===== src/rtl/regfile_pkg.sv =====
// Shared widths, constants and the writeback request record used around the
// register file write port.
package regfile_pkg;

  localparam int XLEN  = 32;
  localparam int AW    = 5;
  localparam int NREGS = 32;

  // x0 is hardwired to zero: writes to it are dropped, reads of it never bypass.
  localparam logic [AW-1:0] ZERO_REG = '0;

  typedef struct packed {
    logic [AW-1:0]   addr;
    logic [XLEN-1:0] data;
  } wb_req_t;

endpackage


===== src/rtl/rr_arbiter.sv =====
// Round-robin picker: the first asserted request at or after ptr (wrapping)
// wins. en=0 suppresses every grant.
module rr_arbiter #(
  parameter int NUM_REQ = 3,
  parameter int PW      = (NUM_REQ > 1) ? $clog2(NUM_REQ) : 1
) (
  input  logic [NUM_REQ-1:0] req_i,
  input  logic [PW-1:0]      ptr_i,
  input  logic               en_i,
  output logic [NUM_REQ-1:0] gnt_o,
  output logic [PW-1:0]      gnt_idx_o,
  output logic               any_o
);

  // Scan from the pointer position and keep only the first valid requester.
  always_comb begin
    int  c;
    logic found;
    gnt_o     = '0;
    gnt_idx_o = '0;
    any_o     = 1'b0;
    found     = 1'b0;
    c         = 0;
    if (en_i) begin
      for (int k = 0; k < NUM_REQ; k++) begin
        c = (int'(ptr_i) + k) % NUM_REQ;
        if (!found && req_i[c]) begin
          found     = 1'b1;
          gnt_o[c]  = 1'b1;
          gnt_idx_o = PW'(c);
        end
      end
    end
    any_o = found;
  end

endmodule


===== src/rtl/regfile_wb_arbiter.sv =====
// Shares the register file's single write port between several writeback
// sources. The winner is registered into a one-entry write stage, and the two
// read ports are bypassed from that stage so readers see the in-flight write.
module regfile_wb_arbiter
  import regfile_pkg::*;
#(
  parameter int NUM_REQ = 3,
  parameter int XLEN    = regfile_pkg::XLEN,
  parameter int AW      = regfile_pkg::AW
) (
  input  logic                      clk,
  input  logic                      rst_n,
  input  logic                      hold,
  input  logic [NUM_REQ-1:0]        req_valid,
  input  logic [NUM_REQ*AW-1:0]     req_addr,
  input  logic [NUM_REQ*XLEN-1:0]   req_data,
  output logic [NUM_REQ-1:0]        req_ready,
  output logic                      RegWrite,
  output logic [AW-1:0]             addD,
  output logic [XLEN-1:0]           WB_out,
  input  logic [AW-1:0]             addA,
  input  logic [AW-1:0]             addB,
  input  logic [XLEN-1:0]           rf_dataA,
  input  logic [XLEN-1:0]           rf_dataB,
  output logic [XLEN-1:0]           dataA,
  output logic [XLEN-1:0]           dataB
);

  localparam int PW = (NUM_REQ > 1) ? $clog2(NUM_REQ) : 1;
  localparam logic [AW-1:0] X0 = AW'(ZERO_REG);

  logic [PW-1:0]   rr_ptr_q, rr_ptr_d;
  logic            regwrite_q, regwrite_d;
  logic [AW-1:0]   addd_q, addd_d;
  logic [XLEN-1:0] wb_q, wb_d;

  logic [NUM_REQ-1:0] gnt;
  logic [PW-1:0]      gnt_idx;
  logic               gnt_any;
  logic               arb_en;

  // Grants are suppressed while frozen and during a reset cycle.
  assign arb_en = !hold && rst_n;

  rr_arbiter #(
    .NUM_REQ (NUM_REQ),
    .PW      (PW)
  ) u_rr_arbiter (
    .req_i     (req_valid),
    .ptr_i     (rr_ptr_q),
    .en_i      (arb_en),
    .gnt_o     (gnt),
    .gnt_idx_o (gnt_idx),
    .any_o     (gnt_any)
  );

  assign req_ready = gnt;

  // Next-state: load the winner into the write stage and move the pointer
  // past it; an x0 winner still consumes its turn but never asserts RegWrite.
  always_comb begin
    rr_ptr_d   = rr_ptr_q;
    regwrite_d = 1'b0;
    addd_d     = addd_q;
    wb_d       = wb_q;
    if (gnt_any) begin
      rr_ptr_d   = PW'((int'(gnt_idx) + 1) % NUM_REQ);
      addd_d     = req_addr[int'(gnt_idx)*AW +: AW];
      wb_d       = req_data[int'(gnt_idx)*XLEN +: XLEN];
      regwrite_d = (addd_d != X0);
    end
  end

  // Write stage and pointer registers; reset discards any in-flight write.
  always_ff @(posedge clk) begin
    if (!rst_n) begin
      rr_ptr_q   <= '0;
      regwrite_q <= 1'b0;
      addd_q     <= '0;
      wb_q       <= '0;
    end else begin
      rr_ptr_q   <= rr_ptr_d;
      regwrite_q <= regwrite_d;
      addd_q     <= addd_d;
      wb_q       <= wb_d;
    end
  end

  assign RegWrite = regwrite_q;
  assign addD     = addd_q;
  assign WB_out   = wb_q;

  // Read bypass from the registered write stage; x0 reads always come from the file.
  always_comb begin
    dataA = rf_dataA;
    dataB = rf_dataB;
    if (regwrite_q && (addd_q == addA) && (addA != X0)) dataA = wb_q;
    if (regwrite_q && (addd_q == addB) && (addB != X0)) dataB = wb_q;
  end

endmodule


===== config.mk =====
export PLATFORM = sky130hd
export DESIGN_NAME = regfile_wb_arbiter
export DESIGN_NICKNAME = d
export VERILOG_FILES = /design/src/rtl/regfile_pkg.sv /design/src/rtl/rr_arbiter.sv /design/src/rtl/regfile_wb_arbiter.sv
export SDC_FILE = /design/constraint.sdc
export NUM_CORES = 1
export LEC_CHECK = 0
export BUFFER_PORTS_ARGS = -buffer_cell sky130_fd_sc_hd__buf_2
export CORE_AREA = 2 2 114 116
export DETAILED_ROUTE_END_ITERATION = 16
export DIE_AREA = 0 0 116 118
export GPL_ROUTABILITY_DRIVEN = 0
export HOLD_SLACK_MARGIN = 0.03
export PLACE_DENSITY = 0.75
export SLEW_MARGIN = 20
export SYNTH_ARGS = -nofsm -noshare
export SYNTH_HDL_FRONTEND = slang
export SYNTH_SLANG_ARGS = --single-unit
export TNS_END_PERCENT = 1

===== constraint.sdc =====
create_clock -name clk -period 2.25 [get_ports clk]
set_input_delay 0 -clock clk [delete_from_list [all_inputs] [get_ports clk]]
set_output_delay 0 -clock clk [all_outputs]
set_load 0.1 [all_outputs]

== After elaboration in Yosys (flattened, before gate mapping) ==
Index checks and enable logic that the tools add are counted.

* Word-level logic and storage cells: 74
* Bits of input ports: 191
* Output and inout port bits: 105
* Register bits after elaboration: 40

* Magnitude comparators: 6
* Mux-type cells: 33
* Bitwise logic cells: 2
* Multipliers: 1
* Divide/modulo/power cells: 4
* Equality and inequality tests: 2
* Add/sub/neg operators: 3
* Reductions and logical operators: 17
* Shift-type cells: 2

{| class="wikitable"
|+ Operators with widths
! operator !! number
|-
| $ge 32x1->1 const B || 3
|-
| $lt 32x4->1 const B || 3
|-
| $mod 32x3->32 const B || 3
|-
| $shiftx 96x8->32 || 1
|-
| $mux 32 || 2
|-
| $mod 3x3->32 const B || 1
|-
| $mux 3 || 6
|-
| $mux 1 || 15
|-
| $reduce_bool 5->1 || 3
|-
| $shiftx 15x6->5 || 1
|-
| $eq 5x5->1 || 2
|-
| $logic_and 1x1->1 || 10
|-
| $mux 2 || 4
|-
| $add 2x1->3 const B || 2
|-
| $bmux 1 s2 || 3
|-
| $demux 1 s2 || 3
|-
| $or 3x3->3 || 2
|-
| $mul 2x3->5 const B || 1
|-
| $add 2x2->3 const B || 1
|-
| $logic_not 1->1 || 3
|-
| $reduce_and 2->1 || 1
|}

== Depth between registers and ports, before layout ==
* Word-level depth: 17
* Gate-level depth with buffers: 12
* Gate-level depth less buffers: 9

== Cells and area by module ==
From an unflattened synthesis, not the netlist that was laid out.

* Cell total of the unflattened synthesis: 402
* Area, all modules: 3437.0 um^2

{| class="wikitable"
|+ Modules (own cells, without submodules)
! module !! times used !! sequential area each (um^2) !! area an instance (um^2) !! cells an instance
|-
| regfile_wb_arbiter || 1 || 800.8 || 3041.7 || 347
|-
| rr_arbiter || 1 || 0.0 || 395.4 || 55
|}

== Worst setup path after synthesis ==
Ideal clock, no wire load.

* Kind: register -> output
* Start: register rr_ptr_q[1]
* End: output port req_ready[2]
* Data arrival time: 4.239 ns
* Buffers on the path: 1
* Required time: 2.250 ns
* Slack: -1.989 ns
* Stages on the path, launching flop included: 9
* Cell sequence: dfxtp_1 > inv_1 > ha_1 > buf_2 > mux2i_1 > or2_1 > a21boi_1 > nor4_1 > nor4_1

* Word-level cells in the longest chain between the ends: 14
* Elaborated cells on any way between the ends: 45
* Classes of those cells: 2 x add/sub; 3 x div; 6 x order compare; 25 x mux; 2 x bitwise; 7 x reduce/logical

{| class="wikitable"
|+ RTL lines
! what !! line !! source
|-
| start, declared || regfile_wb_arbiter.sv:32 || <nowiki>logic [PW-1:0] rr_ptr_q, rr_ptr_d;</nowiki>
|-
| start signal, assigned || regfile_wb_arbiter.sv:82 || <nowiki>rr_ptr_q <= rr_ptr_d;</nowiki>
|-
| parallel branches: the longest is 12 deep, another holds $mod 32x3->32 || -- ||
|-
| $mux 3 (*) || rr_arbiter.sv:27 || <nowiki>if (!found && req_i[c]) begin</nowiki>
|-
| $mux 3 (*) || rr_arbiter.sv:24 || <nowiki>if (en_i) begin</nowiki>
|-
| end, declared || regfile_wb_arbiter.sv:17 || <nowiki>output logic [NUM_REQ-1:0] req_ready,</nowiki>
|}

Every way passes the cells marked *. The select of a mux whose other input is x is not followed.

== Worst setup path after layout ==
* Start: register rr_ptr_q[1]
* End: register regwrite_q, in the netlist RegWrite

* Word-level cells in the longest chain between the ends: 17
* Elaborated cells on any way between the ends: 32
* Classes of those cells: 2 x add/sub; 1 x mul; 3 x div; 1 x shift; 19 x mux; 6 x reduce/logical

{| class="wikitable"
|+ RTL lines
! what !! line !! source
|-
| parallel branches: the longest is 17 deep, another holds $mod 32x3->32 || -- ||
|-
| end signal, assigned || regfile_wb_arbiter.sv:83 || <nowiki>regwrite_q <= regwrite_d;</nowiki>
|-
| end, declared || regfile_wb_arbiter.sv:33 || <nowiki>logic regwrite_q, regwrite_d;</nowiki>
|}

Several ways; the timed one is not identified. The select of a mux whose other input is x is not followed.
A chain may end at the register's enable or synchronous reset.

==> metrics.yaml <==
initial_core_util_pct: 28.1
p_seq_share_pct: 21.4
critPathRequiredTime_ns: 2.39
num_rows: 41
drtAntennaViolNets: 0
yosys_warnings: 0
final_cell_area_mm2: 0.00664
drtIter0Drc: 162
insertion_delay_ns: 0.28
pre_cts_slack_ns: -0.148
sw_frac_of_total_pct: 51.0
startpoint_type: "register"
clk_pin_slew_ns: 0.06
crit_fanout: 8
async_reset_ff_share_pct: 0
synthCells: 376
skew_ns: 0.00319
antenna_cells: 0
wire_per_inst_um: 16.8
die_area_mm2: 0.0137
worst_slack_ns: -0.0798
yosys_register_bits: 40
final_cells: 843
yosys_most_used_dff: "dfxtp_1"
cts_root_buffer: "clkbuf_16"
slew_headroom_pct: 66.8
final_common_cell: "buf_2"
place_area_mm2: 0.00621
fp.dieW_um: 116
fmax_mhz: 429
slew_viol_final: 0
yosysSeqAreaShare_pct: 23.0
setup_viol: 7
cts_tree: "done"
synth_edf_count: 0
p_int_mw: 2.17
fin_setup_tns_ns: -0.240
hp-class: "in2reg"
outcome: "complete, but fails checks"
clockBufferDepth: 2
p_switching_mw: 2.26
rsz0062_at_grt: "true"
numPortBuffers: 295
grt_pass1_wl_um: 21000
syn_nets: 571
antenna_found_initial: 0
finalHoldViolCount: 0
critPathKind: "reg2reg"
clock_sinks: 40
violations: "setup timing"
coreArea_mm2: 0.0124
whs_ns: 0.0700
cts-htree-levels: 2
powerDensity_mw_per_mm2: 668
regArea_um2: 825
cts_inserted_buffers: 5
first_global_vias: 4213
finalCriticalPeriod_ns: 2.33
syn2layout_area_growth_pct: 90.5
drv_cap: 0
p_clk_share_pct: 17.4
arrival_ns: 2.47
layout_common_cells: "buf_2, buf_12, mux2_2"
power.share.combinational_pct: 61.2
dpl.hpwl_um: 11300
max_slew.worst_pin.slew_ns: 0.502
p_leak_nw: 3.21
fin_nets: 865
drc: 0
drtPass1Iterations: 4
multi_input_area_mm2: 0.00260
synth_cell_types: 46
grt_usage_pct: 19.2
fin_crit_sh_pct: 104
cp-end-kind: "register"
via_per_inst: 4.95
dp.cells: 828
totalWireLength_um: 14100
fin_util_pct: 53.4
overflow: 0
syn_area_mm2: 0.00348
grt_max_degree: 43
fillers: 1109
die_h_um: 118
total_power_mw: 4.43
num_vias: 4177
drive_gt1_share_pct: 65.6
vdd_drop_max_v: 0.000382
syn_area_per_cell_um2: 9.26
ioPinCount: 296
## worst paths after layout
path                from  cells after the start  endpoint  slack [ns]
min          req_addr[6]                      3  RegWrite        0.07
max reg2reg  rr_ptr_q[1]                     11  RegWrite       -0.08
max          rr_ptr_q[1]                     11  RegWrite       -0.08
min reg2reg      addD[4]                      2   addD[4]        0.51
## worst max-delay path: stages (launching register included)
cell and delay [ns]:
dfxtp_4 0.37, inv_2 0.06, ha_2 0.19, buf_8 0.15, mux2i_1 0.24, or2_4 0.18, a21oi_4 0.08, o21ai_4 0.26
buf_4 0.19, o22ai_2 0.08, a211oi_1 0.24, a41oi_1 0.14
## synthesized netlist by cell type (3+ instances only)
cell type	count	share of area, %
nand2_1	8	0.86
mux2_1	23	7.4
mux2_2	41	13
dlygate4sd3_1	3	0.86
nor2b_1	3	0.54
dfxtp_1	40	23
ha_1	4	1.4
xor2_1	6	1.5
a31o_1	33	8.3
a21oi_2	3	0.75
mux2i_1	37	11
a211oi_1	34	7.3
buf_12	3	1.7
nor4_1	6	1.1
nand3_1	6	0.86
nor2_1	40	4.3
nand2b_1	3	0.54
clkbuf_1	4	0.43
a21oi_1	9	1.3
inv_1	9	0.97
buf_6	8	2.6
buf_2	14	2.0
o21ai_1	9	1.3
## power by group through the flow
stage	registers, mW	clock network, mW	logic [mW]
final	0.947	0.771	2.71
after global routing	0.963	0.842	2.82
after CTS	0.945	0.818	2.63
after detailed placement	0.954	0	2.58
after global placement	0.948	0	2.55
after floorplan	1.63	0	1.17
## timing repair
item,CTS,global route
hold buffers,2,0
hold endpoints to repair,2,0
resized for setup,20,25
pin swaps,6,19
endpoints found under the setup margin,40,103
buffers inserted,2,3
## state kept, by name, indices dropped and copies added (netlist names)
name	flops
RegWrite	1
WB_out	32
addD	5
rr_ptr_q	2
## layer usage
metal  track usage (%)  share of wire (%)  up-vias
met5                 0                  0        -
met4              5.21                2.0        0
met3              3.35                6.5       22
met2              36.1                 53      197
met1              21.7                 39     1954
li1                  -                  -     2004
## cells by family after synthesis
| family | count (synthesis) | synth area share, % |
|---|---|---|
| compound gates | 102 | 22.6 |
| flops | 40 | 23.0 |
| simple gates | 77 | 10.5 |
| mux | 101 | 31.3 |
| xor+xnor | 8 | 2.01 |
| fa+ha+maj | 4 | 1.44 |
| buf+inv | 44 | 9.16 |
## cell type report
cell class	count	share of cell area, %
multi-input combinational	292	39.2
inverter	9	0.547
tap	172	3.24
timing repair buffer	322	42.1
sequential	40	12.4
clock inverter	2	0.189
clock buffer	6	2.26
No activity file was read; power rests on OpenSTA's default activity.
